<file path="src/rtl/dm_port_arbiter.sv">
// Data-memory port arbiter: one DM access per cycle shared between the core (ps) and host (hp).
// Define DM_ARB_RR_EN for strict round-robin; otherwise fixed ps priority with hp aging.
module dm_port_arbiter #(
    parameter int unsigned DMA_SIZE = 17,
    parameter int unsigned DMD_SIZE = 16,
    parameter int unsigned RD_LAT   = 1,
    parameter int unsigned MAX_WAIT = 4
) (
    input  logic                clk,
    input  logic                reset,

    input  logic                ps_req,
    input  logic                ps_wrb,
    input  logic [DMA_SIZE-1:0] ps_add,
    input  logic [DMD_SIZE-1:0] ps_wdata,
    output logic                ps_gnt,
    output logic                ps_rvalid,
    output logic [DMD_SIZE-1:0] ps_rdata,

    input  logic                hp_req,
    input  logic                hp_wrb,
    input  logic [DMA_SIZE-1:0] hp_add,
    input  logic [DMD_SIZE-1:0] hp_wdata,
    output logic                hp_gnt,
    output logic                hp_rvalid,
    output logic [DMD_SIZE-1:0] hp_rdata,

    output logic                mem_cslt,
    output logic                mem_wrb,
    output logic [DMA_SIZE-1:0] mem_add,
    output logic [DMD_SIZE-1:0] mem_wdata,
    input  logic [DMD_SIZE-1:0] mem_rdata,

    output logic                hp_starved
);

    localparam logic OwnPs = 1'b0;
    localparam logic OwnHp = 1'b1;

    logic                ps_win;
    logic                hp_win;
    logic                contended;

    logic                mem_cslt_q, mem_cslt_d;
    logic                mem_wrb_q, mem_wrb_d;
    logic [DMA_SIZE-1:0] mem_add_q, mem_add_d;
    logic [DMD_SIZE-1:0] mem_wdata_q, mem_wdata_d;
    logic                own_q, own_d;

    logic [RD_LAT-1:0]   tag_vld_q, tag_vld_d;
    logic [RD_LAT-1:0]   tag_own_q, tag_own_d;
    logic                ret_vld;
    logic                ret_own;

    logic                ps_rvalid_q, ps_rvalid_d;
    logic                hp_rvalid_q, hp_rvalid_d;
    logic [DMD_SIZE-1:0] ps_rdata_q, ps_rdata_d;
    logic [DMD_SIZE-1:0] hp_rdata_q, hp_rdata_d;

`ifdef DM_ARB_RR_EN
    logic                rr_hp_q, rr_hp_d;
`else
    localparam logic [3:0] MaxWait = 4'(MAX_WAIT);
    logic [3:0]          wait_cnt_q, wait_cnt_d;
    logic                hp_starved_q, hp_starved_d;
`endif

    assign contended = ps_req & hp_req;

    // Grants are suppressed while reset is sampled low so nothing is accepted during reset.
    always_comb begin
        ps_win = 1'b0;
        hp_win = 1'b0;
        if (reset) begin
            if (contended) begin
`ifdef DM_ARB_RR_EN
                hp_win = rr_hp_q;
`else
                hp_win = hp_starved_q;
`endif
                ps_win = ~hp_win;
            end else begin
                ps_win = ps_req;
                hp_win = hp_req;
            end
        end
    end

    assign ps_gnt = ps_win;
    assign hp_gnt = hp_win;

`ifdef DM_ARB_RR_EN
    // Pointer names the side that gets priority on the next contested cycle.
    always_comb begin
        rr_hp_d = rr_hp_q;
        if (reset && contended) begin
            rr_hp_d = ps_win;
        end
    end

    assign hp_starved = 1'b0;
`else
    always_comb begin
        wait_cnt_d = '0;
        if (hp_req && !hp_win) begin
            wait_cnt_d = (wait_cnt_q >= MaxWait) ? MaxWait : wait_cnt_q + 4'd1;
        end
        hp_starved_d = (wait_cnt_d == MaxWait);
    end

    assign hp_starved = hp_starved_q;
`endif

    // Issue stage: the winner's command is registered onto the DM port; mem_* hold when idle.
    always_comb begin
        mem_cslt_d  = ps_win | hp_win;
        mem_wrb_d   = mem_wrb_q;
        mem_add_d   = mem_add_q;
        mem_wdata_d = mem_wdata_q;
        own_d       = own_q;
        if (ps_win) begin
            mem_wrb_d   = ps_wrb;
            mem_add_d   = ps_add;
            mem_wdata_d = ps_wdata;
            own_d       = OwnPs;
        end else if (hp_win) begin
            mem_wrb_d   = hp_wrb;
            mem_add_d   = hp_add;
            mem_wdata_d = hp_wdata;
            own_d       = OwnHp;
        end
    end

    // Read tags travel alongside the DM latency; the tail lines up with valid mem_rdata.
    always_comb begin
        tag_vld_d    = tag_vld_q << 1;
        tag_own_d    = tag_own_q << 1;
        tag_vld_d[0] = mem_cslt_q & ~mem_wrb_q;
        tag_own_d[0] = own_q;
    end

    assign ret_vld = tag_vld_q[RD_LAT-1];
    assign ret_own = tag_own_q[RD_LAT-1];

    always_comb begin
        ps_rvalid_d = ret_vld & (ret_own == OwnPs);
        hp_rvalid_d = ret_vld & (ret_own == OwnHp);
        ps_rdata_d  = ps_rdata_q;
        hp_rdata_d  = hp_rdata_q;
        if (ps_rvalid_d) begin
            ps_rdata_d = mem_rdata;
        end
        if (hp_rvalid_d) begin
            hp_rdata_d = mem_rdata;
        end
    end

    always_ff @(posedge clk) begin
        if (!reset) begin
            mem_cslt_q   <= 1'b0;
            mem_wrb_q    <= 1'b0;
            mem_add_q    <= '0;
            mem_wdata_q  <= '0;
            own_q        <= OwnPs;
            tag_vld_q    <= '0;
            tag_own_q    <= '0;
            ps_rvalid_q  <= 1'b0;
            hp_rvalid_q  <= 1'b0;
            ps_rdata_q   <= '0;
            hp_rdata_q   <= '0;
`ifdef DM_ARB_RR_EN
            rr_hp_q      <= 1'b0;
`else
            wait_cnt_q   <= '0;
            hp_starved_q <= 1'b0;
`endif
        end else begin
            mem_cslt_q   <= mem_cslt_d;
            mem_wrb_q    <= mem_wrb_d;
            mem_add_q    <= mem_add_d;
            mem_wdata_q  <= mem_wdata_d;
            own_q        <= own_d;
            tag_vld_q    <= tag_vld_d;
            tag_own_q    <= tag_own_d;
            ps_rvalid_q  <= ps_rvalid_d;
            hp_rvalid_q  <= hp_rvalid_d;
            ps_rdata_q   <= ps_rdata_d;
            hp_rdata_q   <= hp_rdata_d;
`ifdef DM_ARB_RR_EN
            rr_hp_q      <= rr_hp_d;
`else
            wait_cnt_q   <= wait_cnt_d;
            hp_starved_q <= hp_starved_d;
`endif
        end
    end

    assign mem_cslt  = mem_cslt_q;
    assign mem_wrb   = mem_wrb_q;
    assign mem_add   = mem_add_q;
    assign mem_wdata = mem_wdata_q;
    assign ps_rvalid = ps_rvalid_q;
    assign hp_rvalid = hp_rvalid_q;
    assign ps_rdata  = ps_rdata_q;
    assign hp_rdata  = hp_rdata_q;

endmodule
</file>
<file path="config.mk">
export PLATFORM = sky130hd
export DESIGN_NAME = dm_port_arbiter
export DESIGN_NICKNAME = d
export VERILOG_FILES = /design/src/rtl/dm_port_arbiter.sv
export SDC_FILE = /design/constraint.sdc
export NUM_CORES = 1
export LEC_CHECK = 0
export CORE_ASPECT_RATIO = 0.7
export CORE_MARGIN = 2
export CORE_UTILIZATION = 35
export CTS_CLUSTER_SIZE = 20
export DETAILED_ROUTE_END_ITERATION = 8
export GPL_TIMING_DRIVEN = 0
export HOLD_SLACK_MARGIN = 0.15
export PLACE_DENSITY = 0.77
export SLEW_MARGIN = 10
export SYNTH_ARGS = -nofsm -noshare
export SYNTH_HDL_FRONTEND = slang
export SYNTH_SLANG_ARGS = --single-unit
</file>
<file path="constraint.sdc">
create_clock -name clk -period 1.1 [get_ports clk]
set_input_delay 0.275 -clock clk [delete_from_list [all_inputs] [get_ports clk]]
set_output_delay 0.275 -clock clk [all_outputs]
set_load 0.01 [all_outputs]
</file>
* After elaboration in Yosys (flattened, before gate mapping)
Cells that the tools add are included.
** Storage, ports and cells
- Flip-flop bits (word level) :: 77
- Input port bits :: 88
- Word-level logic and storage cells :: 41
** Cells by class
- $add $sub $neg :: 1
- $lt $le $gt $ge :: 1
- Eq/ne operators :: 1
- Mux-type cells :: 12
- Bitwise operators :: 9
- Reductions and logical operators :: 4
** Operators with widths (count)
- two-way mux 17 bit :: 2
- two-way mux 16 bit :: 2
- two-way mux 4 bit :: 2
- two-way mux 1 bit :: 6
- adder 4 x 1 -> 4 bit (second input constant) :: 1
- AND 1 bit :: 4
- == test 4 x 3 -> 1 bit (second input constant) :: 1
- greater-or-equal comparator 4 x 3 -> 1 bit (second input constant) :: 1
- inverter 1 bit :: 4
- nonzero test 2 bit :: 1
- OR reduction 2 bit :: 1
- logical AND 1 bit :: 1
- zero test 1 bit :: 1
- bitwise OR 1 bit :: 1

* Depth between registers and ports, before layout
Gate-level depths: netlist (run 1).
- Depth after elaboration :: 7
- Mapped depth :: 6
- Depth with buffers taken out :: 5

* Worst setup path after synthesis (run 1)
OpenSTA, ideal clock, no wires.
- Path kind :: reg-to-reg
- Start point :: register hp_starved_q (netlist: hp_starved)
- End point :: register mem_add_q[0] (netlist: mem_add[0])
- Arrival time :: 1111 ps
- Path slack :: -134 ps
- Stages on the path, launching flop included :: 7
- Buffers on the path :: 1
- Clock period less this slack :: 1234 ps
- Cells stage by stage :: dfxtp_1 -> nand2b_2 -> nand3_4 -> inv_4 -> buf_6 -> a22oi_1 -> a21boi_1
** On the way
- Word-level cells in the longest chain between the ends :: 4
** RTL lines
- start, declared :: RTL line 65 : logic hp_starved_q, hp_starved_d;
- start signal, assigned :: RTL line 193 : hp_starved_q <= hp_starved_d;
- inverter 1 bit :: RTL line 81 : ps_win = ~hp_win;
- two-way mux 1 bit :: RTL line 75 : if (contended) begin
- two-way mux 1 bit :: RTL line 74 : if (reset) begin
- two-way mux 17 bit or nonzero test 2 bit (tied branches)
- end signal, assigned :: RTL line 180 : mem_add_q <= mem_add_d;
- end, declared :: RTL line 46 : logic [DMA_SIZE-1:0] mem_add_q, mem_add_d;
Parallel ways exist; a longest one is shown, timed or not.
A chain may end at the register's enable or synchronous reset.

* Final worst setup path (run 1)
- Start point :: register hp_starved_q (netlist: hp_starved)
- End point :: output hp_gnt
** On the way
- Word-level cells in the longest chain between the ends :: 2
** RTL lines
- two-way mux 1 bit :: RTL line 75
- two-way mux 1 bit :: RTL line 74
- end, declared :: RTL line 24 : output logic hp_gnt,
Every way passes these cells.

==> results of run 1 <==
## cells in the mapped netlist, types with 2 or more instances
master,number
a21boi_1,8
nor2_1,18
buf_4,2
a21boi_0,31
nand3_1,14
o21ai_1,3
and3_1,3
buf_2,8
a22oi_1,7
clkbuf_1,7
nand2_1,116
clkbuf_2,3
and2_1,4
buf_1,2
nor2b_1,2
buf_6,4
inv_1,2
o21ai_0,15
a31oi_1,27
dfxtp_1,77
## stage by stage
step                TNS [ns]  utilization, %
finish                 -6.87            61.9
detailed placement    -52.73            56.5
global placement      -49.48            56.5
CTS                    -5.57            58.2
floorplan             -0.151               -
global route           -9.27            61.9
## how the worst min path moves through the flow
stage / from / end / slack [ns] / cells past startpoint
finish: hp_req / hp_starved / 0.29 / 3
global route: hp_req / hp_starved / 0.29 / 3
CTS: hp_req / hp_starved / 0.28 / 3
detailed placement: mem_cslt / ret_vld / 0.43 / 2
global placement: mem_cslt / ret_vld / 0.43 / 2
floorplan: mem_rdata[14] / hp_rdata[14] / 0.41 / 2
## final cells by class
class | count | area, µm² | share of cell area, %
Tap cell | 105 | 131 | 2.52
Inverter | 4 | 27.5 | 0.529
Buffer | 26 | 253 | 4.86
Multi-Input combinational cell | 256 | 1400 | 26.8
Timing Repair Buffer | 179 | 1510 | 29.0
Clock buffer | 10 | 229 | 4.40
Clock inverter | 6 | 87.6 | 1.68
Sequential cell | 77 | 1570 | 30.2
## power by group through the flow
stage | clock network [mW] | logic [mW] | registers (mW)
final | 3.12 | 1.17 | 3.03
after global routing | 3.29 | 1.26 | 3.05
after CTS | 3.16 | 1.06 | 3.03
after detailed placement | 0 | 1.13 | 3.09
after global placement | 0 | 1.12 | 3.08
after floorplan | 0 | 0.340 | 3.15
## worst register-to-register path, delay by kind of cell (launching register included)
family	cells	cell delay [ns]
buffers and inverters	4	0.48
DFF	1	0.33
and+or+nand+nor	2	0.25
AOI/OAI and AO/OA	2	0.21
## flip-flops by register name, summed over array words and instances, names as in the netlist, 4 cells and up
name / cells
mem_wdata: 16
hp_rdata: 16
mem_add: 17
ps_rdata: 16
wait_cnt_q: 4
## logic make-up (layout without fill, tap and decap cells)
family                   count (synthesis)  after routing
AND/OR/NAND/NOR                        162            162
AO/OA/AOI/OAI                           92             92
flip-flops                              77             77
buffers and inverters                   30            225
adder cells (fa/ha/maj)                  1              1
other                                    1              1
## layer usage
metal  routed length, µm  share of wire, %
met1                4310                44
met2                4720                48
met3                 659               6.8
met4                  58              0.60
met5                   0                 0
## timing repair
action / in CTS / in global routing
setup buffers: 9 / 7
setup endpoints to repair: 148 / 72
gates resized for setup: 338 / 73
pin swaps: 0 / 18
cloned: 1 / 4
==> out/results.ini, run 1 <==
[global_route]
grt_start_max_net_pins = 14
grt_util_all_layers_pct = 19.3
grt_pass1_vias = 2972
met1_usage_pct = 25.2
busiest_layer = met2
grt_first_pass_wirelength_um = 14400
grtUsageMet3_pct = 5.46
overflow = 0
antenna_found_initial = 0
met2_usage_pct = 32.6

[power_and_ir_drop]
p_sw_share_pct = 23.5
p_per_area_nw_per_um2 = 1410
power.net_switching_mw = 1.72
finalPower_mw = 7.32
p_leak_nw = 2.21
power.internal_mw = 5.60
pwr-share-seq_pct = 41.4
peakVddDrop_mv = 0.991
clkPwrFrac_pct = 42.6
pwr-share-comb_pct = 16.0

[clock_network]
cts_htree_levels = 3
ctsHoldBuffers = 0
cts_buffers = 9
clock_path_buffers = 2
clk_pin_slew_ns = 0.06
cts_tree = built
root_buffer = clkbuf_16
clock_latency_ns = 0.32
clock_sinks = 77

[critical_path]
path_depth = 5
max_stage_delay_ns = 0.33
crit_end = hp_gnt
worstPathRequired_ns = 0.82
cp.arrival_ns = 1.16
cp_max_fo = 3
path_delay_family = flip-flops
start_kind = register
critPathKind = reg2out
reg2reg_from = hp_starved
crit_path_top_delay_cell = dfxtp_2
startpoint = hp_starved
r2r_end = mem_add[0]
crit_chain = nand2b_4 > nand3_4 > inv_8 > buf_8 > buf_6
worst-path-buf-inv = 3
r2r_setup_slack_ns = -0.28
r2r_cells = 8
end_kind = output port

[sta]
finalCritPeriodShare_pct = 130
fin_ws_ns = -0.333
worst_pin_slew_ns = 0.563
hold_ws_ns = 0.294
skew_ns = 0.00682
rsz0062_at_grt = true
slew_headroom_pct = 62.2
hold_viol_final = 0
fmax_mhz = 698
slew_violations = 0
setup_violations = 38
fin_crit_ns = 1.43

[synthesis]
syn-instance-count = 363
synth-xor-area-share_pct = 0
synthAdderAreaFrac_pct = 0.416
synth_cell_types = 30
synth-main-ff-cell = dfxtp_1
synth_simple_gate_area_share_pct = 22.5
yosysWarnings = 0
synth_seq_cells = 77
async_flop_share_pct = 0
syn_nets = 452
yosysSeqAreaShare_pct = 51.2
syn_area_um2 = 3010
post-synth-top-area-cell = dfxtp_1
syn-mean-instance-area_um2 = 8.29
synth_top_family_by_area = simple AND/OR/NAND/NOR gates
synth_area_leaders = dfxtp_1 51%, nand2_1 14%, a21boi_0 7.7%
post-synth-top-area-fraction_pct = 51.2
synthMuxAreaShare_pct = 0
synth_compound_area_share_pct = 20.2
synth_edf_count = 0

[hold_path]
hold_path.class = in2reg

[place]
place.gp.congestion = 0.803
numPortBuffers = 158
dp_hpwl_um = 6970
dp_slack_ns = -1.19
placed_cell_area_um2 = 4750
dp_cells = 626

[floorplan]
die_area_um2 = 9370
die_h_um = 81.6
core_um2 = 8410
start_util_pct = 35.8
pin_count = 160
dieWidth_um = 115
rows = 28

[finish]
drive_above_1_share_pct = 31.7
finalNetCount = 642
final_cell_area_um2 = 5200
layout_commonest_cell = nand2_1
most-common-layout-cells = 114 x nand2_1, 84 x clkdlybuf4s50_1, 66 x buf_2, 58 x dfxtp_1, 26 x a31oi_1
fill_cells = 730
syn_to_final_growth_pct = 72.9
finalNonFillerCells = 663
insertedDiodeCount = 0

[routing]
vias = 3229
first_iter_violations = 139
post-route-drc-count = 0
ant_nets = 0
firstDrtPassIters = 4
routed_wl_um = 9750
vias_per_cell = 4.87
routedWlPerCell_um = 14.7

[run]
drv_cap = 0

[status]
violations = setup timing
status = finished, violations left

No activity file was read; power rests on OpenSTA's default activity.
==> run 2: changes to the inputs <==
--- a/config.mk
+++ b/config.mk
@@ -13,7 +13,7 @@
 export GPL_TIMING_DRIVEN = 0
 export HOLD_SLACK_MARGIN = 0.15
 export PLACE_DENSITY = 0.77
-export SLEW_MARGIN = 10
+export SLEW_MARGIN = 20
 export SYNTH_ARGS = -nofsm -noshare
 export SYNTH_HDL_FRONTEND = slang
 export SYNTH_SLANG_ARGS = --single-unit
==> results of run 2 <==
Same layout as run 1: the final DEF is identical, and so are final timing and power.
